File: config.mk
export PLATFORM = sky130hd
export DESIGN_NAME = radar_dist_monitor
export DESIGN_NICKNAME = d
export VERILOG_FILES = /design/src/rtl/radar_pkg.sv /design/src/rtl/radar_ch_tracker.sv /design/src/rtl/radar_dist_monitor.sv
export SDC_FILE = /design/constraint.sdc
export NUM_CORES = 1
export LEC_CHECK = 0
export ABC_AREA = 1
export BUFFER_PORTS_ARGS = -buffer_cell sky130_fd_sc_hd__buf_2
export CAP_MARGIN = 25
export CORE_AREA = 2 2 110 112
export CTS_BUF_LIST = sky130_fd_sc_hd__clkbuf_16
export CTS_CLUSTER_DIAMETER = 200
export CTS_CLUSTER_SIZE = 24
export DETAILED_ROUTE_END_ITERATION = 16
export DIE_AREA = 0 0 112 114
export PLACE_DENSITY = 0.81
export SETUP_SLACK_MARGIN = 0.5
export SYNTH_ARGS = -nofsm -noshare
export SYNTH_HDL_FRONTEND = slang
export SYNTH_SLANG_ARGS = --single-unit
File: constraint.sdc
create_clock -name i_sys_clk -period 4.3 [get_ports i_sys_clk]
set_input_delay 0.43 -clock i_sys_clk [delete_from_list [all_inputs] [get_ports i_sys_clk]]
set_output_delay 0.43 -clock i_sys_clk [all_outputs]
set_load 0.05 [all_outputs]
File: src/rtl/radar_pkg.sv
// Shared types and constants for the radar distance monitor.
// Channel-index width helper, stale display sentinel and alarm state encoding.
package radar_pkg;

    typedef enum logic {
        ST_CLEAR = 1'b0,
        ST_ALARM = 1'b1
    } alarm_st_t;

    localparam int MAX_DISP_W = 64;

    // Shown in place of a distance when the selected radar has gone quiet.
    localparam logic [MAX_DISP_W-1:0] STALE_SENTINEL = '1;

    function automatic int ch_w(input int n);
        return (n > 1) ? $clog2(n) : 1;
    endfunction

endpackage

File: src/rtl/radar_ch_tracker.sv
// Per-radar distance latch, stale watchdog and hysteresis proximity alarm.
// Latency 1 cycle from valid to dist_q/alarm/stale; no backpressure, every strobe is accepted.
module radar_ch_tracker
    import radar_pkg::*;
#(
    parameter int DIST_W      = 20,
    parameter int ALARM_TH    = 35,
    parameter int HYST        = 3,
    parameter int TIMEOUT_CYC = 50_000_000
) (
    input  logic              clk,
    input  logic              rst_n,
    input  logic [DIST_W-1:0] data,
    input  logic              vld,
    output logic [DIST_W-1:0] dist_q,
    output logic              alarm,
    output logic              alarm_nxt,
    output logic              stale
);

    localparam int               CNT_W   = $clog2(TIMEOUT_CYC + 1);
    localparam logic [CNT_W-1:0] CNT_MAX = CNT_W'(TIMEOUT_CYC);

    // One extra bit so the release threshold cannot wrap.
    localparam logic [DIST_W:0] TH_SET = (DIST_W+1)'(ALARM_TH);
    localparam logic [DIST_W:0] TH_REL = TH_SET + (DIST_W+1)'(HYST);

    alarm_st_t        st_q;
    alarm_st_t        st_d;
    logic [CNT_W-1:0] cnt_q;
    logic [CNT_W-1:0] cnt_d;
    logic             stale_d;
    logic [DIST_W:0]  data_ext;

    assign data_ext = {1'b0, data};

    always_comb begin
        cnt_d   = cnt_q;
        stale_d = stale;
        if (vld) begin
            cnt_d   = '0;
            stale_d = 1'b0;
        end else if (cnt_q != CNT_MAX) begin
            cnt_d   = cnt_q + 1'b1;
            stale_d = (cnt_d == CNT_MAX);
        end
    end

    // A fresh sample drives the hysteresis; going stale forces the alarm off.
    always_comb begin
        st_d = st_q;
        if (vld) begin
            case (st_q)
                ST_CLEAR: if (data_ext <= TH_SET) st_d = ST_ALARM;
                ST_ALARM: if (data_ext > TH_REL)  st_d = ST_CLEAR;
                default:  st_d = ST_CLEAR;
            endcase
        end else if (stale_d) begin
            st_d = ST_CLEAR;
        end
    end

    always_ff @(posedge clk) begin
        if (!rst_n) begin
            st_q   <= ST_CLEAR;
            cnt_q  <= '0;
            stale  <= 1'b0;
            dist_q <= '0;
        end else begin
            st_q  <= st_d;
            cnt_q <= cnt_d;
            stale <= stale_d;
            if (vld) begin
                dist_q <= data;
            end
        end
    end

    assign alarm     = (st_q == ST_ALARM);
    assign alarm_nxt = (st_d == ST_ALARM);

endmodule

File: src/rtl/radar_dist_monitor.sv
// N-channel radar distance monitor: per-channel alarms/stale flags plus manual or auto-scan display select.
// Latency: valid -> o_show_data 2 cycles, idx change -> display 1 cycle; no backpressure.
module radar_dist_monitor
    import radar_pkg::*;
#(
    parameter int NUM_CH      = 2,
    parameter int DIST_W      = 20,
    parameter int DISP_W      = 24,
    parameter int ALARM_TH    = 35,
    parameter int HYST        = 3,
    parameter int TIMEOUT_CYC = 50_000_000,
    parameter int SCAN_CYC    = 100_000_000
) (
    input  logic                       i_sys_clk,
    input  logic                       i_sys_rst_n,
    input  logic [NUM_CH*DIST_W-1:0]   i_dist_data,
    input  logic [NUM_CH-1:0]          i_dist_vld,
    input  logic                       i_key_next,
    input  logic                       i_mode_auto,
    output logic [DISP_W-1:0]          o_show_data,
    output logic [ch_w(NUM_CH)-1:0]    o_show_ch,
    output logic [NUM_CH-1:0]          o_alarm,
    output logic [NUM_CH-1:0]          o_stale,
    output logic                       o_any_alarm
);

    localparam int                CH_W      = ch_w(NUM_CH);
    localparam int                SCAN_W    = (SCAN_CYC > 1) ? $clog2(SCAN_CYC) : 1;
    localparam logic [SCAN_W-1:0] SCAN_LAST = SCAN_W'(SCAN_CYC - 1);
    localparam logic [CH_W-1:0]   CH_LAST   = CH_W'(NUM_CH - 1);

    logic [DIST_W-1:0] dist_q [NUM_CH];
    logic [NUM_CH-1:0] alarm_nxt;

    for (genvar k = 0; k < NUM_CH; k++) begin : g_ch
        radar_ch_tracker #(
            .DIST_W      (DIST_W),
            .ALARM_TH    (ALARM_TH),
            .HYST        (HYST),
            .TIMEOUT_CYC (TIMEOUT_CYC)
        ) u_trk (
            .clk       (i_sys_clk),
            .rst_n     (i_sys_rst_n),
            .data      (i_dist_data[k*DIST_W +: DIST_W]),
            .vld       (i_dist_vld[k]),
            .dist_q    (dist_q[k]),
            .alarm     (o_alarm[k]),
            .alarm_nxt (alarm_nxt[k]),
            .stale     (o_stale[k])
        );
    end

    logic [CH_W-1:0]   idx_q;
    logic [CH_W-1:0]   idx_d;
    logic [CH_W-1:0]   idx_inc;
    logic [SCAN_W-1:0] scan_q;
    logic [SCAN_W-1:0] scan_d;

    // Key and timer expiry share one advance; manual mode pins the timer at 0,
    // which also gives the clear-on-mode-switch behaviour in both directions.
    always_comb begin
        idx_inc = (idx_q == CH_LAST) ? '0 : idx_q + 1'b1;
        idx_d   = idx_q;
        scan_d  = '0;
        if (i_mode_auto) begin
            if (i_key_next || (scan_q == SCAN_LAST)) begin
                idx_d = idx_inc;
            end else begin
                scan_d = scan_q + 1'b1;
            end
        end else if (i_key_next) begin
            idx_d = idx_inc;
        end
    end

    logic [DIST_W-1:0] sel_dist;
    logic              sel_stale;

    always_comb begin
        sel_dist  = '0;
        sel_stale = 1'b0;
        for (int k = 0; k < NUM_CH; k++) begin
            if (idx_q == CH_W'(k)) begin
                sel_dist  = dist_q[k];
                sel_stale = o_stale[k];
            end
        end
    end

    always_ff @(posedge i_sys_clk) begin
        if (!i_sys_rst_n) begin
            idx_q       <= '0;
            scan_q      <= '0;
            o_show_ch   <= '0;
            o_show_data <= '0;
            o_any_alarm <= 1'b0;
        end else begin
            idx_q       <= idx_d;
            scan_q      <= scan_d;
            o_show_ch   <= idx_q;
            o_show_data <= sel_stale ? STALE_SENTINEL[DISP_W-1:0] : DISP_W'(sel_dist);
            o_any_alarm <= |alarm_nxt;
        end
    end

endmodule

# [Word-level counts from Yosys, hierarchy flattened]
# Cells that the tools add are included.
[word_totals] regBits=150 wordCells=59
[classes] n_addsub=4 n_lt_le_gt_ge=4 eq_ne=6 n_mux=21 bitwise_logic=4 reduce_logical=7
[op_table] op="adder 26 x 1 -> 26 bit (second input constant)" n=2
[op_table] op="== test 26 bit (second input constant)" n=2
[op_table] op="inequality test 26 bit (second input constant)" n=2
[op_table] op="> comparator 20 x 6 -> 1 bit (second input constant)" n=2
[op_table] op="<= comparator 20 x 6 -> 1 bit (second input constant)" n=2
[op_table] op="adder 27 x 1 -> 27 bit (second input constant)" n=1
[op_table] op="== test 27 bit (second input constant)" n=1
[op_table] op="2-to-1 mux 24 bit" n=1
[op_table] op="2-to-1 mux 20 bit" n=1
[op_table] op="2-to-1 mux 1 bit" n=17
[op_table] op="OR reduction 2 bit" n=3
[op_table] op="inverter 1 bit" n=4
[op_table] op="one-hot mux 1 bit (2 select lines)" n=2
[op_table] op="OR reduction 3 bit" n=1
[op_table] op="inequality test 2 x 1 -> 1 bit (second input constant)" n=1
[op_table] op="AND reduction 2 bit" n=1
[op_table] op="nonzero test 2 bit" n=1
[op_table] op="adder 1 bit (second input constant)" n=1
[op_table] op="logical OR 1 bit" n=1

# [Depth between registers and ports, before layout]
[logic_depth] depth_word=7 mapped_depth=17

# [By module]
# Synthesis repeated with hierarchy kept, for this count alone.
[unflattened] cells_unflattened=1065 hier_area_um2=7332.0
[modules_own_cells] module="radar_ch_tracker" n_inst=2 cells_each=370 area_per_inst_um2=2481.1
[modules_own_cells] module="radar_dist_monitor" n_inst=1 cells_each=325 area_per_inst_um2=2369.8

# [Worst setup path after synthesis]
# Ideal clock, no wire load.
[synth_path] kind="register -> register" start="reg scan_q[0]" end="reg scan_q[26]" arrival_ns=1.681 required_ns=4.172 slack_ns=2.491 path_stages_with_launch=12 period_less_slack_ns=1.809 path_cell_list="dfxtp_1 > ha_1 > nand2_1 > nor3_2 > nand2_1 > nor2_4 > nand4_2 > nor2_2 > nand4_1 > nor2_1 > nand2_1 > nor3b_2"
[synth_between] elab_chain_cells=3 elab_cells_between_ends=4
[synth_lines] item="from (decl)" line="radar_dist_monitor.sv:56" rtl="logic [SCAN_W-1:0] scan_q;"
[synth_lines] item="from (signal assigned)" line="radar_dist_monitor.sv:99" rtl="scan_q <= scan_d;"
[synth_lines] item="parallel branches: the longest is 3 deep, another holds adder 27 x 1 -> 27 bit"
# Parallel ways; which one is timed is not known.
# A chain may end at the register's enable or synchronous reset.

# [Worst setup path in the final report]
# Ends and elaborated chain as after synthesis.

==> results.sh <==
export IMPL_outcome="complete, no violations"
export IMPL_via_count=6712
export IMPL_finalNetCount=1170
export IMPL_min_period_ns=2.11
export IMPL_cts_sinks=147
export IMPL_p_comb_frac=0.063
export IMPL_synth_seq_cells=147
export IMPL_first_iter_violations=515
export IMPL_clkLatencyLatePin_ns=0.42
export IMPL_clock_power_share=0.476
export IMPL_syn_inst=1055
export IMPL_vdd_drop_max_uv=375
export IMPL_dr_pass1_iters=5
export IMPL_path_clk_slew_ns=0.06
export IMPL_start_kind="register"
export IMPL_first_global_vias=6156
export IMPL_min_path_type="primary input to register"
export IMPL_finClkSkew_ns=0.00624
export IMPL_grt_ovfl_total=0
export IMPL_path_max_fanout=5
export IMPL_fin_crit_sh=0.490
export IMPL_dieWidth_um=112
export IMPL_pre_cts_ws_ns=2.23
export IMPL_io_pins=76
export IMPL_root_buffer="clkbuf_16"
export IMPL_cts_resized=0
export IMPL_grt_max_degree=62
export IMPL_drt_total_wl_um=16900
export IMPL_setup_viol=0
export IMPL_rsz0062_at_grt="no"
export IMPL_track_usage=0.271
export IMPL_netSwitchingPower_uw=746
export IMPL_p_seq_frac=0.461
export IMPL_yosysSeqAreaShare=0.415
export IMPL_place_gp_congestion=0.926
export IMPL_cts_tree="yes"
export IMPL_netSwitchingFraction=0.240
export IMPL_h_tree_depth=4
export IMPL_start_util=0.606
export IMPL_synth_cell_types=38
export IMPL_remaining_drc_errors=0
export IMPL_dp_hpwl_um=12000
export IMPL_final_hold_viol_count=0
export IMPL_core_area_mm2=0.0117
export IMPL_final_cell_mix="nor2_1, nand2_1, dfxtp_1, inv_1, o21ai_0"
export IMPL_power_mw=3.11
export IMPL_area_growth_pct=14.3
export IMPL_end_kind="register"
export IMPL_place_area_mm2=0.00752
export IMPL_worst_slack_ns=2.19
export IMPL_synth_area_mm2=0.00709
export IMPL_final_common_cell="nor2_1"
export IMPL_relSlewSlack=0.612
export IMPL_syn_nets=1106
export IMPL_layout_drive_gt1_share=0.130
export IMPL_timing_hold_ws_ns=0.244
export IMPL_cts_hold_fix_buffers=0
export IMPL_required_ns=4.60
export IMPL_fp_dieH_um=114
export IMPL_clk_path_buf_depth=2
export IMPL_port_buffers=75
export IMPL_dieArea_mm2=0.0128
export IMPL_yosysWarnings=0
export IMPL_final_core_util=0.692
export IMPL_arrival_ns=2.41
export IMPL_max_freq_ghz=0.475
export IMPL_tns_ns=0
export IMPL_power_density_mw_per_mm2=384
export IMPL_num_rows=40
export IMPL_antenna_cells=0
export IMPL_power_leakage_nw=3.42
export IMPL_ant_nets=0
export IMPL_viasPerCell=5.25
export IMPL_grt_antenna_before_repair=0
export IMPL_cts_buffers=17
export IMPL_worst_slew_pin_slew_ns=0.581
export IMPL_maxSlewViolCount=0
export IMPL_synth_avg_cell_area_um2=6.72
export IMPL_max_cap_violations=0
export IMPL_p_int_mw=2.37
export IMPL_grt_pass1_wl_um=28000
export IMPL_fin_cells=1278
export IMPL_placed_cells=1247
export IMPL_drt_wirelength_per_cell_um=13.2
export IMPL_worstSetupPathType="register to register"
export IMPL_post_cts_buffers=0
export IMPL_final_cell_area_mm2=0.00811
==> synthesized netlist by cell type <==
library cell | number | area (um^2)
nor2_1 | 232 | 871
nand2_1 | 221 | 830
dfxtp_1 | 147 | 2940
inv_1 | 117 | 439
o21ai_0 | 96 | 480
nand3_1 | 40 | 200
a21oi_1 | 39 | 195
clkbuf_1 | 21 | 78.8
nand4_1 | 19 | 119
nor3_1 | 14 | 70.1
xor2_1 | 14 | 123
nor4_1 | 11 | 68.8
nor2_4 | 8 | 90.1
buf_4 | 7 | 52.6
nand2_2 | 7 | 43.8
nor2_2 | 7 | 43.8
nand3b_1 | 6 | 45.0
ha_1 | 5 | 62.6
nor3b_1 | 5 | 37.5
inv_2 | 4 | 15.0
nand2_4 | 4 | 45.0
nand3_2 | 4 | 40.0
a211oi_1 | 2 | 15.0
and2_1 | 2 | 12.5
and3_1 | 2 | 12.5
buf_1 | 2 | 7.51
buf_2 | 2 | 10.0
clkinv_1 | 2 | 7.51
nor3_2 | 2 | 20.0
o21a_1 | 2 | 15.0
o21ai_1 | 2 | 10.0
or2_2 | 2 | 12.5
xnor2_1 | 2 | 17.5
a31oi_1 | 1 | 6.26
nand4_2 | 1 | 12.5
nor2_8 | 1 | 20.0
nor3b_2 | 1 | 12.5
o21bai_1 | 1 | 7.51
==> area by class of cell <==
class	instances	area, um^2
Sequential cell	147	2940
Multi-Input combinational cell	753	3540
Timing Repair Buffer	77	390
Clock inverter	14	164
Inverter	123	462
Clock buffer	17	425
Fill cell	1014	3600
Tap cell	147	184
==> critical path, cell delays in order (launching register included) <==
cell     delay [ns]
dfxtp_1        0.35
ha_1           0.18
nand2_1        0.10
nor3_2         0.19
nand2_1        0.12
nor2_4         0.16
nand4_2        0.14
nor2_2         0.17
nand4_1        0.17
nor2_1         0.19
nand2_1        0.07
nor3b_2        0.15
==> logic make-up after synthesis <==
group,after synthesis,share of synthesized area
AOI/OAI and AO/OA,143,0.103
buffers and inverters,155,0.0861
xor gates and xnor gates,16,0.0198
adders and majority gates,5,0.00882
and+or+nand+nor,589,0.368
DFF,147,0.415
==> power by group through the flow <==
stage / Sequential (mW) / Clock [mW] / Combinational [mW]
after detailed placement: 1.46 / 0 / 0.195
after CTS: 1.43 / 1.49 / 0.197
final: 1.44 / 1.48 / 0.197
after global placement: 1.46 / 0 / 0.192
after global routing: 1.44 / 1.56 / 0.217
after floorplan: 1.50 / 0 / 0.0829
==> registers in the layout, indices dropped and copies added, names as in the netlist <==
name,flops
g_ch.u_trk.dist_q,40
idx_q,1
o_show_data,21
g_ch.u_trk.cnt_q,52
o_show_ch,1
g_ch.u_trk.alarm,2
o_any_alarm,1
scan_q,27
g_ch.u_trk.stale,2
==> worst paths after layout <==
check            startpoint                       to  slack (ns)  cells after the start
min reg2reg       scan_q[0]                scan_q[0]        0.45                      1
max reg2reg       scan_q[0]               scan_q[26]        2.19                     11
max               scan_q[0]               scan_q[26]        2.19                     11
min          i_dist_data[2]  g_ch[0].u_trk.dist_q[2]        0.24                      3
==> per-layer routing <==
| layer | up-vias | part of all wire | track usage |
|---|---|---|---|
| li1 | 3469 | - | - |
| met4 | 0 | 0.026 | 0.116 |
| met1 | 2989 | 0.45 | 0.353 |
| met3 | 37 | 0.057 | 0.0622 |
| met5 | - | 0 | 0 |
| met2 | 217 | 0.47 | 0.437 |
No activity file was read; power rests on OpenSTA's default activity.
